File: config.mk
export PLATFORM = sky130hd
export DESIGN_NAME = cp_irq_ctrl
export DESIGN_NICKNAME = d
export VERILOG_FILES = /design/src/rtl/cp_irq_ctrl.sv
export SDC_FILE = /design/constraint.sdc
export NUM_CORES = 1
export LEC_CHECK = 0
export CAP_MARGIN = 40
export CORE_MARGIN = 2
export CORE_UTILIZATION = 40
export DETAILED_ROUTE_END_ITERATION = 10
export PLACE_DENSITY = 0.77
export SYNTH_ARGS = -nofsm -noshare
export SYNTH_HDL_FRONTEND = slang
export SYNTH_SLANG_ARGS = --single-unit
File: constraint.sdc
create_clock -name iClk -period 1.5 [get_ports iClk]
set_input_delay 0.3 -clock iClk [delete_from_list [all_inputs] [get_ports iClk]]
set_output_delay 0.3 -clock iClk [all_outputs]
set_load 0.02 [all_outputs]
File: src/rtl/cp_irq_ctrl.sv
// APB-programmed interrupt controller: latches source events as pending, masks them, drives oInt.
// Source edge -> pending bit one edge later -> oInt two edges later; APB has no wait states.
module cp_irq_ctrl #(
    parameter int NUM_SRC = 4,
    parameter int HOLD_W  = 8
) (
    input  logic               iClk,
    input  logic               iRst,
    input  logic               iPsel,
    input  logic               iPenable,
    input  logic               iPwrite,
    input  logic [15:0]        iPaddr,
    input  logic [31:0]        iPwdata,
    output logic [31:0]        oPrdata,
    input  logic [NUM_SRC-1:0] iIrqSrc,
    output logic               oInt
);

    typedef enum logic [1:0] {IDLE, ASSERT, HOLDOFF} state_t;

    state_t              state;
    logic [NUM_SRC-1:0]  ier;
    logic [NUM_SRC-1:0]  ipr;
    logic [NUM_SRC-1:0]  mode;
    logic [NUM_SRC-1:0]  src_dly;
    logic                gie;
    logic [HOLD_W-1:0]   hold;
    logic [HOLD_W-1:0]   cnt;
    logic                pend_hold;

    logic [5:0]          off;
    logic                wr_en;
    logic                rd_en;
    logic [NUM_SRC-1:0]  w1c;
    logic [NUM_SRC-1:0]  set_vec;
    logic                active;
    logic [31:0]         rd_mux;
    logic                unused_bits;

    assign off     = iPaddr[7:2];
    assign wr_en   = iPsel & iPenable & iPwrite;
    assign rd_en   = iPsel & ~iPenable & ~iPwrite;
    assign w1c     = (wr_en && off == 6'h01) ? iPwdata[NUM_SRC-1:0] : '0;
    // Level-mode bits re-arm every cycle the source is high, so they beat a same-cycle W1C.
    assign set_vec = (iIrqSrc & mode) | (iIrqSrc & ~src_dly & ~mode);
    assign active  = gie & |(ipr & ier);
    assign unused_bits = ^{iPaddr[15:8], iPaddr[1:0], iPwdata};

    always_comb begin
        rd_mux = '0;
        case (off)
            6'h00:   rd_mux = 32'(ier);
            6'h01:   rd_mux = 32'(ipr);
            6'h02:   rd_mux = {31'b0, gie};
            6'h03:   rd_mux = 32'(iIrqSrc);
            6'h04:   rd_mux = 32'(mode);
            6'h05:   rd_mux = 32'(hold);
            default: rd_mux = '0;
        endcase
    end

    always_ff @(posedge iClk or posedge iRst) begin
        if (iRst) begin
            ier     <= '0;
            ipr     <= '0;
            mode    <= '0;
            src_dly <= '0;
            gie     <= 1'b0;
            hold    <= '0;
            oPrdata <= '0;
        end else begin
            src_dly <= iIrqSrc;
            ipr     <= (ipr & ~w1c) | set_vec;
            if (wr_en) begin
                case (off)
                    6'h00:   ier  <= iPwdata[NUM_SRC-1:0];
                    6'h02:   gie  <= iPwdata[0];
                    6'h04:   mode <= iPwdata[NUM_SRC-1:0];
                    6'h05:   hold <= iPwdata[HOLD_W-1:0];
                    default: ;
                endcase
            end
            if (rd_en) begin
                oPrdata <= rd_mux;
            end
        end
    end

    // Holdoff counts from the HOLD value latched on entry; later HOLD writes wait for the next entry.
    always_ff @(posedge iClk or posedge iRst) begin
        if (iRst) begin
            state     <= IDLE;
            cnt       <= '0;
            pend_hold <= 1'b0;
            oInt      <= 1'b0;
        end else begin
            case (state)
                IDLE: begin
                    if (active || pend_hold) begin
                        state     <= ASSERT;
                        oInt      <= 1'b1;
                        pend_hold <= 1'b0;
                    end
                end
                ASSERT: begin
                    if (!active) begin
                        oInt <= 1'b0;
                        if (hold == '0) begin
                            state <= IDLE;
                        end else begin
                            state <= HOLDOFF;
                            cnt   <= hold;
                        end
                    end
                end
                HOLDOFF: begin
                    if (active) begin
                        pend_hold <= 1'b1;
                    end
                    if (cnt == HOLD_W'(1)) begin
                        state <= IDLE;
                    end else begin
                        cnt <= cnt - HOLD_W'(1);
                    end
                end
                default: begin
                    state <= IDLE;
                    oInt  <= 1'b0;
                end
            endcase
        end
    end

endmodule

==> out/qor.csv, run 1 <==
metric,value,unit
Setup Crit Path Kind,reg -> reg,
most common cell in the netlist,dfrtp_1,
status,"complete, but fails checks",
VDD IR max,452,uV
"area leader, netlist",dfrtp_1,
port bufs,31,
Yosys reg bits,45,
Final Skew,0.00692,ns
CTS tree,done,
Clock transition at path regs,0.09,ns
vias in the first global route,1998,
Synth area leaders,"dfrtp_1 48%, mux2_2 8.6%, buf_4 7.6%",
DP HPWL,4080,um
die area,6530,um^2
yosys warns,0,
"EDFF count, synth",0,
minimum clock period,1.64,ns
first-pass GRT wire length,9830,um
Syn Std Cell Area,2360,um^2
Via Count,1998,
max-cap violations,0,
# DRC,0,
Final period util,109,%
# hold bufs at CTS,0,
CP Max Fanout,8,
TritonCTS buffer count,5,
Max Freq,0.609,GHz
Rows,27,
final WL,6310,um
storage element area,1130,um^2
Most used DFF post-synth,dfrtp_1,
Chip Width,80.8,um
"antenna viol nets, final",0,
slowest CP cell,dfrtp_1,
CP Capture Type,register,
peak per-stage delay on the critical path,0.43,ns
vias per cell,5.27,
"Worst Setup Slack, final",-0.142,ns
syn_area_per_cell,11.1,um^2
Antenna Cells,0,
Post-DP Area,3040,um^2
fin. max-slew vios,0,
overflow left after global routing,0,
"Arr. time, crit path",1.85,ns
H-tree depth,2,
Synth Instances,212,
Initial Util,42.1,%
RSZ-0062 raised after global routing,yes,
initial antenna violation count,0,
pin count of the biggest net entering global routing,46,
violated checks,setup timing,
final hold vios,0,
LEAKAGE,1.66,nW
clock buffer depth,2,
clk sink count,45,
GPL Wtd Cong,0.826,
routed length per instance,16.6,um
GR Util All Layers,20.2,%
CP cell instances,"nor4_4, a211o_1, buf_6, o21ai_4, a21oi_1, a311oi_1",
Layout area overhead,44.0,%
NumNets Final,365,
Startpoint Class,register,
post-layout util,60.6,%
Final Total Pwr,3.17,mW
Synth cell types,44,
commonest cells in the netlist,"45 x dfrtp_1, 26 x nand2_1, 24 x buf_4",
Worst EP required,1.71,ns
post-route cell area,3400,um^2
root buf cell,clkbuf_8,
final setup fails,8,
area of the multi-input gates,1230,um^2
Ports,90,
Worst-Skew Late Latency,0.30,ns
PD cells,934,nW/um^2
CORE AREA,5610,um^2
DRT Pass-1 Iters,4,
Chip Height,80.8,um
Iteration-0 DRC Markers,161,
Worst Hold Slack,0.324,ns
ys async rst share,100,%
hold crit path type,in -> async,
# fillers,453,
Yosys top cell area share,47.7,%
proportion of layout cells with a drive suffix above 1,38.8,%
register area share after synthesis,47.7,%
## repair_timing
| item | CTS | global route |
|---|---|---|
| pin swaps | 10 | 7 |
| buffers inserted | 9 | 2 |
| endpoints found under the hold margin | 0 | 0 |
| gates resized for setup | 39 | 15 |
| cloned | 1 | 0 |
| setup endpoints to repair | 46 | 23 |
## per-layer routing
| metal | track usage, % | up-vias | part of all wire, % | routed length, um |
|---|---|---|---|---|
| li1 | - | 915 | - | - |
| met1 | 25.2 | 993 | 41 | 2570 |
| met2 | 34.2 | 77 | 50 | 3180 |
| met3 | 5.78 | 13 | 6.7 | 420 |
| met4 | 6.10 | 0 | 2.1 | 133 |
| met5 | 0 | - | 0 | 0 |
## stage by stage
step	std cells	TNS [ns]	worst slack [ns]
global placement	359	-13.21	-0.503
floorplan	235	-0.232	-0.0498
detailed placement	359	-14.58	-0.577
global route	379	-1.52	-0.210
CTS	377	-0.645	-0.110
finish	379	-0.895	-0.142
## final timing paths
| check | cells past startpoint | endpoint | slack (ns) | start |
|---|---|---|---|---|
| hold reg to reg | 2 | oPrdata[1]$_DFFE_PP0P_ | 0.48 | oPrdata[1]$_DFFE_PP0P_ |
| hold / removal | 3 | oPrdata[3]$_DFFE_PP0P_ | 0.32 | iRst |
| min in group iClk | 2 | oPrdata[1]$_DFFE_PP0P_ | 0.48 | oPrdata[1]$_DFFE_PP0P_ |
| max in group asynchronous | 3 | cnt[2]$_DFFE_PP0P_ | 0.96 | iRst |
| setup / recovery | 6 | cnt[3]$_DFFE_PP0P_ | -0.14 | hold[7]$_DFFE_PP0P_ |
| setup reg to reg | 6 | cnt[3]$_DFFE_PP0P_ | -0.14 | hold[7]$_DFFE_PP0P_ |
## power by group
part,switching (mW),leakage (nW),total (mW),internal [mW]
Sequential,0.0578,0.592,1.34,1.28
Combinational,0.415,1.01,0.864,0.449
Clock,0.428,0.0574,0.969,0.542
## cell usage in the layout (no fill, tap or decap), drive strengths merged, types with 2 or more instances in the layout
master	instances
a32oi	3
o21ai	8
nand2	26
nor2	10
nand2b	8
dfrtp	45
mux4	4
a22o	10
and3	2
mux2	18
a21oi	8
nand3	2
conb	24
dlymetal6s2s	2
inv	3
nor4	5
a211oi	3
a311oi	2
clkdlybuf4s50	13
clkbuf	7
dlygate4sd2	14
buf	60
nor3	3
a211o	2
ha	2
## flip-flops by register name, summed over array words and instances, names as in the netlist
name	flops
pend_hold	1
state	2
ier	4
oPrdata	8
cnt	8
oInt	1
mode	4
src_dly	4
ipr	4
hold	8
gie	1
## cell type report
cell class / instances / share of cell area, %
Clock inverter: 2 / 1.10
Multi-Input combinational cell: 158 / 36.2
Sequential cell: 45 / 33.1
Timing Repair Buffer: 92 / 24.0
Tap cell: 72 / 2.65
Clock buffer: 6 / 2.43
Inverter: 4 / 0.442
## kinds of logic after synthesis
family | synth area share (%)
simple gates | 15.6
flops | 47.7
compound gates | 13.4
buf+inv | 9.60
mux | 12.4
fa+ha+maj | 1.06
other cells | 0.159
## critical path: cells and delay by family (launching register included)
kind                   cells  cell delay (ns)
flip-flops                 1             0.43
AND/OR/NAND/NOR            1             0.08
AO/OA/AOI/OAI              4             0.91
buffers and inverters      1             0.13
Note: power is estimated with default switching activity, not from simulation.
==> run 2, diff against run 1 <==
Settings changed: CORE_MARGIN 2 to 5, CORE_UTILIZATION 40 to 41, CTS_BUF_LIST from default to sky130_fd_sc_hd__clkbuf_4 sky130_fd_sc_hd__clkbuf_8, PLACE_DENSITY 0.77 to 0.78.
==> run 2 against run 1 <==
The run still ends with setup timing left. Sequential share of layout area is 0.51 points higher. Combinational power is 0.9% lower. Non-clock buffer count is 3 lower. Final cell count is 0.79% lower. Final area is 1.5% lower. Count of clock-buffer cells in the layout is 1 higher. Hold slack better by 0.032 ns. First-iteration DRC count is 30% lower.
==> out/qor.csv, run 2 (synthesized netlist as in run 1, its figures left out) <==
metric,value,unit
status,"complete, but fails checks",
violated checks,setup timing,
Post-DP Area,3060,um^2
post-route cell area,3350,um^2
Ports,90,
routed length per instance,16.0,um
# DRC,0,
Rows,27,
Setup Crit Path Kind,reg -> reg,
die area,7370,um^2
Chip Height,85.9,um
CORE AREA,5540,um^2
fin. max-slew vios,0,
Worst EP required,1.68,ns
worst setup path endpoint,cnt[0]$_DFFE_PP0P_,
"Worst Setup Slack, final",-0.209,ns
port bufs,31,
hold crit path type,in -> async,
met2 Resource Use GR,29.2,%
vias in the first global route,1999,
final hold vios,0,
GPL Wtd Cong,0.815,
clk sink count,45,
storage element area,1130,um^2
TritonCTS buffer count,5,
# hold bufs at CTS,0,
Antenna Cells,0,
CP Max Fanout,7,
final WL,6020,um
Worst R2R End,cnt[0]$_DFFE_PP0P_,
RR Startpoint,ipr[3]$_DFF_PP0_,
Max Freq,0.585,GHz
CP Capture Type,register,
initial antenna violation count,0,
proportion of layout cells with a drive suffix above 1,39.1,%
root buf cell,clkbuf_8,
overflow left after global routing,0,
largest registers,"cnt: 8 flops, hold: 8 flops, oPrdata: 8 flops",
vias per cell,5.16,
"antenna viol nets, final",0,
# fillers,438,
"Arr. time, crit path",1.89,ns
Layout area overhead,41.8,%
GR Util All Layers,16.6,%
global-route met1 utilization,20.4,%
pin count of the biggest net entering global routing,46,
Initial Util,42.6,%
Final Skew,0.00287,ns
LEAKAGE,1.63,nW
CTS tree,done,
minimum clock period,1.71,ns
NumNets Final,362,
DP HPWL,4140,um
crit path from,ipr[3]$_DFF_PP0_,
Final period util,114,%
FF-to-FF setup slack,-0.21,ns
most frequent cells in the layout,"52 x buf_4, 45 x dfrtp_1, 26 x nand2_1",
"most common cell after layout, fill and taps aside",buf_4,
first-pass GRT wire length,9670,um
Clock transition at path regs,0.08,ns
Reg2Reg Depth,5,
PD cells,944,nW/um^2
DRT Pass-1 Iters,4,
Iteration-0 DRC Markers,112,
area of the multi-input gates,1230,um^2
Via Count,1941,
VDD IR max,462,uV
Startpoint Class,register,
max-cap violations,0,
clock buffer depth,2,
Chip Width,85.9,um
Worst-Skew Late Latency,0.30,ns
H-tree depth,2,
RSZ-0062 raised after global routing,yes,
Worst Hold Slack,0.356,ns
final setup fails,8,
GR Layer Usage met3,3.65,%
Top Usage Layer GRT,met2,
## run 2: worst min-delay path by stage
stage                                        end  slack [ns]
final                     oPrdata[1]$_DFFE_PP0P_        0.36
after global routing      oPrdata[5]$_DFFE_PP0P_        0.37
after CTS                   src_dly[2]$_DFF_PP0_        0.36
after detailed placement  oPrdata[1]$_DFFE_PP0P_        0.46
after global placement    oPrdata[1]$_DFFE_PP0P_        0.45
after floorplan             src_dly[0]$_DFF_PP0_        0.33
## run 2: layout make-up
type	count	area share (%)
clock buffer	7	2.69
clock inverter	1	0.897
inverter	4	0.449
multi-input combinational	158	36.9
sequential	45	33.6
tap	72	2.69
timing repair buffer	89	22.7
## run 2: stage by stage
step                utilization, %  setup TNS (ns)  setup WS [ns]  cells  total power [mW]
global route                  60.4           -1.58         -0.243    376              3.30
global placement              55.1          -14.07         -0.574    361              2.08
finish                        60.4           -1.13         -0.209    376              3.16
floorplan                        -          -0.232        -0.0498    235              1.78
CTS                           59.7          -0.637        -0.0979    376              3.11
detailed placement            55.1          -15.02         -0.614    361              2.10
## run 2: repair_timing
item / CTS / global route
pin swaps: 14 / 7
resized for setup: 42 / 17
setup endpoints to repair: 41 / 27
buffers inserted: 7 / 1
## run 2: critical path, cell delays in order (launching register included)
cell and delay, ns:
dfrtp_1 0.41, a22o_1 0.29, o21a_1 0.25, o21ai_4 0.31, nor2_1 0.11, a211o_1 0.24
## run 2: report_power, final
group	leakage (nW)	switching (mW)	internal [mW]	total [mW]
Clock	0.0619	0.404	0.561	0.965
Combinational	0.974	0.424	0.432	0.856
Sequential	0.592	0.0554	1.28	1.34
Total	1.63	0.884	2.28	3.16
## run 2: metal layers
| layer | share of wire [%] | up-vias | routed length, um |
|---|---|---|---|
| met3 | 6.5 | 8 | 391 |
| met1 | 40 | 960 | 2420 |
| met5 | 0 | - | 0 |
| met4 | 1.7 | 0 | 105 |
| li1 | - | 907 | - |
| met2 | 51 | 66 | 3100 |
